--- src/rtl/rv_mul_unit.sv ---
// Iterative RISC-V M-extension multiplier (MUL/MULH/MULHSU/MULHU).
// Shift-add on operand magnitudes, RADIX_BITS multiplier bits per cycle, fixed latency.
module rv_mul_unit #(
  parameter int RADIX_BITS = 1
) (
  input  logic        clk,
  input  logic        rst,
  input  logic        start,
  input  logic [2:0]  func3,
  input  logic [31:0] op_a,
  input  logic [31:0] op_b,
  input  logic        flush,
  output logic        mul_busy,
  output logic        done,
  output logic [31:0] mul_res
);

  localparam int N_ITER = 32 / RADIX_BITS;

  localparam logic [1:0] IDLE = 2'd0;
  localparam logic [1:0] CALC = 2'd1;
  localparam logic [1:0] DONE = 2'd2;

  logic [1:0]  r_state;
  logic [5:0]  r_cnt;
  logic [63:0] r_acc;
  logic [63:0] r_mcand;
  logic [31:0] r_mplier;
  logic        r_neg;
  logic        r_is_mul;
  logic [31:0] r_res;

  logic        w_accept;
  logic        w_a_signed;
  logic        w_b_signed;
  logic        w_a_neg;
  logic        w_b_neg;
  logic [31:0] w_a_mag;
  logic [31:0] w_b_mag;
  logic [63:0] w_acc_next;
  logic [63:0] w_prod;
  logic        w_last;

  assign w_accept   = start & ~func3[2] & ~flush & (r_state != CALC);
  assign w_a_signed = (func3[1:0] == 2'b01) | (func3[1:0] == 2'b10);
  assign w_b_signed = (func3[1:0] == 2'b01);
  assign w_a_neg    = w_a_signed & op_a[31];
  assign w_b_neg    = w_b_signed & op_b[31];
  // Negating 0x80000000 yields 0x80000000, which read unsigned is exactly 2^31.
  assign w_a_mag    = w_a_neg ? (~op_a + 32'd1) : op_a;
  assign w_b_mag    = w_b_neg ? (~op_b + 32'd1) : op_b;
  assign w_last     = (r_cnt == 6'd1);

  always_comb begin
    w_acc_next = r_acc;
    for (int j = 0; j < RADIX_BITS; j++) begin
      if (r_mplier[j]) begin
        w_acc_next = w_acc_next + (r_mcand << j);
      end
    end
  end

  assign w_prod   = r_neg ? (~w_acc_next + 64'd1) : w_acc_next;

  assign mul_busy = w_accept | (r_state == CALC);
  assign done     = (r_state == DONE) & ~flush;
  assign mul_res  = r_res;

  always_ff @(posedge clk or posedge rst) begin
    if (rst) begin
      r_state  <= IDLE;
      r_cnt    <= 6'd0;
      r_acc    <= 64'd0;
      r_mcand  <= 64'd0;
      r_mplier <= 32'd0;
      r_neg    <= 1'b0;
      r_is_mul <= 1'b0;
      r_res    <= 32'd0;
    end else begin
      case (r_state)
        CALC: begin
          if (flush) begin
            r_state <= IDLE;
          end else begin
            r_acc    <= w_acc_next;
            r_mcand  <= r_mcand << RADIX_BITS;
            r_mplier <= r_mplier >> RADIX_BITS;
            r_cnt    <= r_cnt - 6'd1;
            if (w_last) begin
              r_state <= DONE;
              r_res   <= r_is_mul ? w_prod[31:0] : w_prod[63:32];
            end
          end
        end
        default: begin
          if (w_accept) begin
            r_state  <= CALC;
            r_cnt    <= 6'(N_ITER);
            r_acc    <= 64'd0;
            r_mcand  <= {32'd0, w_a_mag};
            r_mplier <= w_b_mag;
            r_neg    <= w_a_neg ^ w_b_neg;
            r_is_mul <= (func3[1:0] == 2'b00);
          end else begin
            r_state <= IDLE;
          end
        end
      endcase
    end
  end

endmodule

--- config.mk ---
export PLATFORM = sky130hd
export DESIGN_NAME = rv_mul_unit
export DESIGN_NICKNAME = d
export VERILOG_FILES = /design/src/rtl/rv_mul_unit.sv
export SDC_FILE = /design/constraint.sdc
export NUM_CORES = 1
export LEC_CHECK = 0
export ABC_AREA = 1
export CELL_PAD_IN_SITES_DETAIL_PLACEMENT = 0
export CELL_PAD_IN_SITES_GLOBAL_PLACEMENT = 1
export CORE_MARGIN = 10
export CORE_UTILIZATION = 36
export DETAILED_ROUTE_END_ITERATION = 8
export PLACE_DENSITY_LB_ADDON = 0.1
export SLEW_MARGIN = 20
export SYNTH_ARGS = -nofsm -noshare
export SYNTH_HDL_FRONTEND = slang
export SYNTH_SLANG_ARGS = --single-unit
--- constraint.sdc ---
create_clock -name clk -period 8.15 [get_ports clk]
set_input_delay 1.2225 -clock clk [delete_from_list [all_inputs] [get_ports clk]]
set_output_delay 1.2225 -clock clk [all_outputs]
set_load 0.02 [all_outputs]
[Word level (Yosys, flattened, before mapping)]
Index checks and enable logic that the tools add are counted.
Word-level totals
  register bits: 202
  bits of input ports: 71
  output and inout bits: 34
  word-level logic and storage cells: 62
Operators by class
  reductions and logical operators: 5
  equal/unequal tests: 8
  multiplexer cells: 21
  add/sub/neg operators: 5
  bitwise operators: 15
Operators by type and width (number)
  $mux W64: 8
  $mux W32: 6
  $add A32 B1 Y32 const B: 2
  $add A64 B1 Y64 const B: 1
  $add A64 B64 Y64: 1
  $not A32 Y32: 2
  $not A64 Y64: 1
  $mux W6: 3
  $and A1 B1 Y1: 6
  $eq A6 B1 Y1 const B: 1
  $mux W2: 3
  $sub A6 B1 Y6 const B: 1
  $eq A2 B1 Y1 const B: 2
  $eq A2 B2 Y1 const B: 2
  $reduce_and A2 Y1: 2
  $ne A3 B3 Y1 const B: 1
  $not A1 Y1: 3
  $reduce_and A3 Y1: 1
  $logic_not A2 Y1: 1
  $ne A2 B1 Y1 const B: 1
  $ne A2 B2 Y1 const B: 1
  $or A1 B1 Y1: 2
  $reduce_bool A2 Y1: 1
  $mux W1: 1
  $xor A1 B1 Y1: 1

[Longest topological paths before layout]
Gate-level depths: netlist of the first run.
  word-level depth: 6
  gate-level depth with buffers: 27

[Least setup slack after synthesis of the first run]
OpenSTA, ideal clock, no wires.
  path kind: input to register
  from: input op_b[1]
  to: register r_mplier[30]
  slack: 4.900 ns
  required time: 8.027 ns
  buffers on the path: 0
  stages on the path: 16
  data arrival time: 3.127 ns
  cells stage by stage: inv_1 ha_1 nand2_1 nor3_1 nand4_1 nor3_1 nand2_1 nor3_1 nand2_1 nor3_1 nand2_1 nand2_1 o21ai_0 xor2_1 o21ai_0 nand2_1
Between the ends
  cells in the longest elaborated chain, start to end: 5
RTL lines
  start: declaration: line 11  | input logic [31:0] op_b,
  $not A32 Y32: line 51  | assign w_b_mag = w_b_neg ? (~op_b + 32'd1) : op_b;
  $add A32 B1 Y32: line 51
  $mux W32: line 51
  $mux W32: line 96  | if (w_accept) begin
  $mux W32: line 80  | case (r_state)
  end signal: assignment: line 87  | r_mplier <= r_mplier >> RADIX_BITS;
  end signal: assignment: line 101  | r_mplier <= w_b_mag;
  end: declaration: line 28  | logic [31:0] r_mplier;
No other way between the ends. The select of a mux whose other input is x is not followed.
A chain may end at the register's enable or synchronous reset.

[Final worst setup path of the first run]
  from: input flush
  to: register r_res[17], in the netlist mul_res[17]
Between the ends
  cells in the longest elaborated chain, start to end: 2
RTL lines
  start: declaration: line 12  | input logic flush,
  $not A1 Y1 (no source line)
  $reduce_and A3 Y1 (no source line)
  end signal: assignment: line 91  | r_res <= r_is_mul ? w_prod[31:0] : w_prod[63:32];
  end: declaration: line 31  | logic [31:0] r_res;
No other way between the ends.

==> results of run 1 <==
[worst max-delay path, delay by kind of cell]
kind            cells  cell delay [ps]
compound gates      2              680
buf+inv             4             1930
simple gates        2              920
[cells in the mapped netlist (2+ instances only)]
cell and number:
sky130_fd_sc_hd__o21ai_2 7, sky130_fd_sc_hd__xnor2_1 10, sky130_fd_sc_hd__nand2_1 1097, sky130_fd_sc_hd__nand2_4 3, sky130_fd_sc_hd__a21oi_1 141, sky130_fd_sc_hd__buf_2 15, sky130_fd_sc_hd__buf_1 9, sky130_fd_sc_hd__o21ai_0 209
sky130_fd_sc_hd__inv_1 488, sky130_fd_sc_hd__nand3_1 229, sky130_fd_sc_hd__clkbuf_1 66, sky130_fd_sc_hd__ha_1 70, sky130_fd_sc_hd__inv_2 15, sky130_fd_sc_hd__dfrtp_1 202, sky130_fd_sc_hd__nor3_1 34, sky130_fd_sc_hd__a21oi_2 3
sky130_fd_sc_hd__o21ai_1 4, sky130_fd_sc_hd__xor2_1 29, sky130_fd_sc_hd__a21boi_0 2, sky130_fd_sc_hd__nand2_2 38, sky130_fd_sc_hd__nor2_1 264, sky130_fd_sc_hd__o211ai_1 9, sky130_fd_sc_hd__and2_1 3, sky130_fd_sc_hd__nor4_1 6
sky130_fd_sc_hd__o221ai_1 4, sky130_fd_sc_hd__nand3b_1 7, sky130_fd_sc_hd__clkinv_1 9, sky130_fd_sc_hd__o22ai_1 92, sky130_fd_sc_hd__or2_2 6, sky130_fd_sc_hd__o21bai_1 5, sky130_fd_sc_hd__nor2_2 34, sky130_fd_sc_hd__nand3_2 16
sky130_fd_sc_hd__a31oi_1 11, sky130_fd_sc_hd__o31ai_1 6, sky130_fd_sc_hd__buf_4 4, sky130_fd_sc_hd__nand4_1 20, sky130_fd_sc_hd__o41ai_1 2, sky130_fd_sc_hd__nor2_4 8
[power by group through the flow]
| stage | clock (W) | sequential (W) | combinational (W) |
|---|---|---|---|
| finish | 0.00135 | 0.00161 | 0.00388 |
| global route | 0.00141 | 0.00164 | 0.00433 |
| CTS | 0.00138 | 0.00160 | 0.00384 |
| floorplan | 0 | 0.00151 | 0.00262 |
| detailed placement | 0 | 0.00161 | 0.00382 |
| global placement | 0 | 0.00161 | 0.00381 |
[final timing paths]
path | endpoint | startpoint | slack, ps | cells past startpoint
setup / recovery | mul_res[17] | flush | 3810 | 8
hold / removal | r_mplier[12] | r_mplier[12] | 470 | 2
setup reg to reg | r_acc[34] | r_state[0] | 3920 | 9
hold reg to reg | r_mplier[12] | r_mplier[12] | 470 | 2
max in group asynchronous | r_mplier[0] | rst | 5620 | 3
min in group asynchronous | r_mcand[10] | rst | 1130 | 2
[state kept, by name (all words and copies together) (netlist names)]
| register | cells |
|---|---|
| r_state | 2 |
| mul_res | 32 |
| r_is_mul | 1 |
| r_cnt | 6 |
| r_mplier | 32 |
| r_neg | 1 |
| r_mcand | 64 |
| r_acc | 64 |
[metrics by stage]
step / hold WS [ps] / cell area (sq um)
global placement: 459 / 20500
floorplan: 444 / 18900
CTS: 477 / 21500
detailed placement: 461 / 20500
finish: 473 / 21500
global route: 501 / 21500
[layer usage]
layer | wire length (um) | vias to the layer above | global-route usage, %
li1 | - | 10200 | -
met1 | 36500 | 9476 | 32.9
met2 | 34700 | 552 | 39.1
met3 | 4490 | 106 | 3.43
met4 | 2310 | 0 | 6.77
met5 | 0 | - | 0
[area by class of cell]
cell class / instances / area (sq um)
Inverter: 513 / 1940
Timing Repair Buffer: 119 / 1150
Clock buffer: 36 / 771
Clock inverter: 16 / 230
Sequential cell: 202 / 5060
Fill cell: 5652 / 30100
Tap cell: 680 / 851
Multi-Input combinational cell: 2377 / 11500
[cells by family (layout without fill, tap and decap cells)]
logic type | Yosys count | count (layout)
AO/OA/AOI/OAI | 498 | 498
flip-flops | 202 | 202
buffers and inverters | 609 | 684
AND/OR/NAND/NOR | 1769 | 1769
adder cells (fa/ha/maj) | 71 | 71
XOR/XNOR | 39 | 39
==> run summary, run 1 <==
Synthesized-area fraction occupied by adder cells: 4.75%. The total net switching power was 0.00357 W; the average wire length per cell after detail routing was 19.8 um. For this block, the routed nets add up to 78.1 mm of wire. Among all flip-flop cells after synthesis, the most frequent one is sky130_fd_sc_hd__dfrtp_1. The maximum resistive drop on vdd is 0.158 mV.

Pin placement for this block handled 105 I/O pins. The congestion estimate from routability-driven global placement came to 0.952. The tree built by TritonCTS fans out to 202 sinks. Including well taps, the total number of placed cells is 3891. For the site row count, the log shows 83. The share of the core filled with cells in the final layout is 41.6%. Leaving out fill and tap cells, the most frequent cells in the layout are sky130_fd_sc_hd__nand2_1, sky130_fd_sc_hd__inv_1, sky130_fd_sc_hd__nor2_1, sky130_fd_sc_hd__nand3_1, sky130_fd_sc_hd__o21ai_0. The number of gates given a new drive strength after cts is 0, and the number of antenna violations at the first check in global routing is 0.

The logs give 3280 ps for the setup slack at placement and 3 for the deepest clock path buffer count. The run finished with clean final reports. TritonCTS built the clock tree. The non-filler instance count after layout was 3943; the setup slack after layout was 3810 ps.

Number of DRC markers after the initial detailed-route iteration: 1591. Of the post-synthesis cell area, the dominant cell type holds 26.8%. For the first-pass iteration count of the detailed router, the log shows 5. For this design, the CTS-stage hold fixing added 0 buffers. The distinct cell type count of the synthesized netlist was 49; the synthesized flop and latch total was 202. Counting the buffers created by CTS gives 28. The fmax is 231 MHz.

The dominant cell type by area after synthesis was sky130_fd_sc_hd__dfrtp_1. The overflow left after global routing is 0, and the die boundary height is 249 um. After layout, the worst path uses 53.2% of the clock period. Setup total negative slack on the finished layout was measured at 0 ps. The design internal power is 0.00327 W, and the worst clock skew on the final layout is 23.1 ps. The routed via count divided by cell count was 5.17. The main combinational cell family by area after synthesis is simple AND/OR/NAND/NOR gates. After synthesis, the share of cell area in mux cells is 0%. Headroom to the max-slew limit came out at 33.8%. Die width: 249 um.

Summing the areas of all and, or, nand and nor instances in the mapped netlist gives 39.7% of the synthesized area. The measured slew at the worst slew-check pin was 993 ps. Of the total power, the share spent switching nets is 52.2%. The routed layout has 20400 vias. The post-DP HPWL is 62.6 mm. The total power density per cell area is 318 mW/mm^2. The clock period could shrink to 4340 ps. The synthesized area is 0.0189 sq mm. The run gives 0 as the yosys synthesis warning count. The run gives 19.7% as the share of power burned in the clock network. The number of DRC violations after detailed routing came out at 0. For the placeable core region, the log shows 0.0516 sq mm. The fraction of the mapped netlist area in compound gates is 14.6%. The signal on the critical path passes through clkdlybuf4s50_1, nor2_1, clkinv_2, nor2_2, buf_4, inv_2, a31oi_1, a21oi_1. For this run, the slowest stage of the critical path takes 700 ps. Across the run, the number of max-cap violations was 0. The logs give 0.0620 sq mm for the floorplan die area and 3383 for the number of nets at the end of the flow. The worst setup path is captured at a register. In the synthesized netlist the async set-or-reset flop fraction comes to 100%.

For the worst-skew pair, the clock arrives at the later sink with an insertion delay of 590 ps. Combinational logic burns 56.7% of the power. The number of setup buffers added after CTS is 0. The library cell used most frequently in the layout, excluding fill and tap cells, is sky130_fd_sc_hd__nand2_1.

In the global route stage, overall resource usage came out at 24.2%. The synthesized area per cell is 5.92 sq um, and the sequential-to-total area share from yosys stat is 26.8%. Synthesis produced a netlist whose cell count is 3188.

The largest fanout on the critical path came out at 38. The logs give 0 for the number of hold-slack violations in the final timing report and 90 for the pin count of the biggest net entering global routing. Of the cells placed in the final design, the portion with a size suffix greater than 1 is 6.31%. The repair_antennas step left the layout with diodes totalling 0.

The critical path in this run is classified as in -> reg. The first global-routing pass estimated 118 mm of wire. Total power after layout: 0.00684 W. The run gives 19500 as the number of global-route vias before repair. The path class of the tightest hold or removal check is reg -> reg. The number of enable flip-flop cells after synthesis is 0.

In this run the static leakage power is 11.1 nW. The logs give 0 for the number of max-slew violations in the final report and 8610 ps for the worst path required time. Of the total synthesized cell area, the portion taken by XOR and XNOR cells is 1.81%. Setup repair after global routing left no endpoint under its margin.

Clock-pin slew was measured on the worst setup and hold paths at 60 ps. The logs give 1 for the deepest level of the CTS H-tree and 0 for the count of antenna-violating nets left after detailed routing. The clock root buffer master is sky130_fd_sc_hd__clkbuf_16. Once the floorplan was initialized, standard cells occupied 36.6% of the core.

The area growth from synthesis to layout is 13.9%. Yosys attributes the largest share of cell area to sky130_fd_sc_hd__dfrtp_1, sky130_fd_sc_hd__nand2_1, sky130_fd_sc_hd__inv_1. At the worst endpoint, the arrival time is 4790 ps.

Total nets after synthesis: 3330. For this design, the slowest cell found on the critical path is sky130_fd_sc_hd__clkinv_2. The category of the worst setup path launch point was an input port. Setup violations remaining at the end of the flow were counted as 0. Input and output buffers added on the ports amount to 104. The share of total power dissipated in sequential elements is 23.5%.
(Power assumes the default switching activity.)
==> inputs of run 2 (changes only) <==
Clock period 8.15 ns to 3.86 ns, I/O delays scaled along.
==> run 2 against run 1 <==
  * Global-route usage is 1.5 points higher
  * First-iteration DRC count grew 9.2%
  * Highest routed layer unchanged
  * Cell count rose by 1.2%
==> run summary, run 2 (same netlist as run 1, synthesis figures left out) <==
The library cell used most frequently in the layout, excluding fill and tap cells, is sky130_fd_sc_hd__nand2_1. The tools report the post-DP HPWL as 65.7 mm (+4.9%). First-pass iteration count of the detailed router: 5 (unchanged).

TritonCTS built the clock tree. Number of hold-slack violations in the final timing report: 0 (unchanged). The critical path goes through ha_1, nand2_1, nor2_1, nand2_1, nor2_1, nand2_1, nand3_1, nand2_1, nand3_1, nand3_1, nand2_4, nand2_1, nor2_1, and2_1, nand3_2, nand3_1, nand3_1, o211ai_1, nand2_1. The largest fanout on the critical path was 5 (-87%); the final cycle utilization of the critical path was 95.2%.

Average wire length per cell after detail routing: 20.8 um (+5.0%). The logs give 5628 (-0.42%) for the number of inserted filler cells in the final layout and 180 ps (-3740 ps) for the reg-to-reg setup timing slack. Subtracting the final worst setup slack from the clock period gives 3680 ps. The logs give 3428 (+1.3%) for the number of nets at the end of the flow and 0 (unchanged) for the number of DRC violations after detailed routing. The normalized max-slew margin is 43.3% (+9.5 points), and the total power density per cell area is 687 mW/mm^2 (+120%). The logs give 1737 (+9.2%) for the number of DRC markers after the initial detailed-route iteration and 36.6% (unchanged) for the starting utilization of the core area. In this run the clock root is driven by a sky130_fd_sc_hd__clkbuf_16. The flow ran to the end, and the final reports show no timing, DRC or antenna violations.

The global routing usage summed across all routing layers was 25.7% (+1.5 points). The overflow left after global routing came out at 0 (unchanged). The min-delay analysis places its worst path in the category in -> async. Deepest level of the CTS H-tree: 1 (unchanged). The tools report the number of max-slew violations in the final report as 0 (unchanged).

Placeable core region: 0.0516 sq mm (unchanged). Share of the core filled with cells in the final layout: 42.9% (+1.2 points). The leakage power summed over all cells is 11.3 nW (+2.1%), and the total number of vias is 20800 (+2.2%).

Footprint of the flip-flops and latches: 0.00506 sq mm (about the same). Setup slack at placement: -142 ps (-3420 ps). Leaving out fill and tap cells, the most frequent cells in the layout are sky130_fd_sc_hd__nand2_1, sky130_fd_sc_hd__inv_1, sky130_fd_sc_hd__nor2_1, sky130_fd_sc_hd__nand3_1, sky130_fd_sc_hd__o21ai_0. STA classifies the critical path startpoint as a register.

The run gives 0.0117 sq mm (+2.0%) as the combined area of the multi-input logic cells. The run gives 0.951 (-0.12%) as the final weighted congestion in routability-driven placement. Slowest cell on the critical path: sky130_fd_sc_hd__dfrtp_1. Clock-pin transition on the worst setup and hold timing paths: 60 ps (about the same). The setup TNS after final layout came out at 0 ps (unchanged). The worst path required time is 4330 ps (-4280 ps), and the number of buffers inserted by port buffering is 104 (unchanged). The number of placed cells counting well taps is 3929 (+0.98%), and the share of cells above drive strength 1 is 9.25% (+2.9 points).

The die boundary height is 249 um (unchanged). The number of violations of the max-capacitance limit was 0 (unchanged). The critical path is of the reg -> reg type. The tools report the source-to-sink clock delay at the later pin of the worst-skew pair as 600 ps (about the same).

The data arrival time of the critical path came out at 4150 ps (-640 ps). The tools report the cell area after layout as 0.0221 sq mm (+3.0%). Critical path's top delay family: simple AND/OR/NAND/NOR gates. The routed via count divided by cell count is 5.22 (+1.0%). The worst clock skew on the final layout is 17.3 ps (-5.76 ps), and the CTS buffer count is 28 (unchanged). Cell type with the highest occurrence count on the critical path: sky130_fd_sc_hd__nand2_1. The setup slack after layout was 184 ps (-3630 ps); the number of endpoints failing setup at the final stage was 0 (unchanged).

The count of antenna-violating nets left after detailed routing is 0 (unchanged). The die width was 249 um (unchanged); the pin count of the biggest net entering global routing was 113 (+26%). The number of global-route vias before repair was 19900 (+1.6%).

The non-filler instance count after layout came out at 3989 (+1.2%). The count of pins on the block boundary was 105 (unchanged). The number of buffers and inverters on the critical path came out at 0 (-4). The run gives 202 (unchanged) as the TritonCTS sink count. The tools report the post-cts hold buffer count as 0 (unchanged). The tools report the first-pass GRT wire length as 124 mm (+4.5%). The largest registers in the layout are r_acc: 64 flops, r_mcand: 64 flops.

The floorplan die area is 0.0620 sq mm (unchanged), and the routed wire length is 83.0 mm (+6.3%). For this run, the top clock speed supported by timing is 272 MHz. The nature of the critical path endpoint is a register.

The run gives 3 (unchanged) as the deepest clock path buffer count. The maximum resistive drop on vdd came out at 0.301 mV (+90%). The area growth from synthesis to layout is 17.3%. The tools report the site row count as 83 (unchanged). Setup repair after global routing could not meet its margin everywhere.

The measured slew at the worst slew-check pin is 850 ps (-143 ps). The delay of the slowest critical-path stage is 490 ps (-210 ps), and the placed instance area is 0.0209 sq mm (+1.8%). The number of antenna violations at the first check in global routing was 0 (unchanged).
-- run 2: cell count changes in the layout (fill, tap and decap cells not counted), sizes merged --
cell,before,now
diode,0,1
clkinvlp,4,11
bufinv,5,4
clkinv,18,16
clkbuf,36,31
inv,502,503
buf,15,60
-- run 2: layout make-up --
| cell class | count | area share [%] |
|---|---|---|
| clock buffers | 31 | 3.40 |
| diodes | 1 | 0.0113 |
| multi-input cells | 2377 | 52.9 |
| well taps | 680 | 3.84 |
| flip-flops and latches | 202 | 22.9 |
| inverters | 513 | 8.75 |
| repair buffers | 164 | 7.13 |
| clock inverters | 21 | 1.07 |
-- run 2: stage by stage --
step	hold WS [ps]	total power (W)
global placement	463	0.0119
global route	284	0.0163
floorplan	444	0.00872
detailed placement	461	0.0119
CTS	270	0.0148
finish	269	0.0152
-- run 2: worst paths after layout --
path,start,end,cells past startpoint
min,rst,r_mcand[10],2
max,r_mcand[21],mul_res[11],19
max reg2reg,r_mcand[21],mul_res[11],19
min reg2reg,r_mplier[12],r_mplier[12],2
min in group clk,r_mplier[12],r_mplier[12],2
max in group asynchronous,rst,r_mcand[57],3
-- run 2: layer usage --
layer	vias to the layer above	routed length (um)	track usage [%]	share of wire, %
met5	-	0	0	0
met2	644	36400	40.3	44
met1	9749	36500	33.2	44
li1	10300	-	-	-
met4	0	2570	7.64	3.1
met3	111	7480	7.78	9.0
-- run 2: power by group --
group / total (W) / internal (W) / switching [W]
logic: 0.00892 / 0.00276 / 0.00617
clock network: 0.00288 / 0.00168 / 0.00120
registers: 0.00342 / 0.00273 / 0.000685
-- run 2: timing repair --
item | in CTS | in global routing
setup endpoints to repair | 3 | 31
resized for setup | 2 | 66
buffers inserted | 0 | 7
pin swaps | 1 | 10
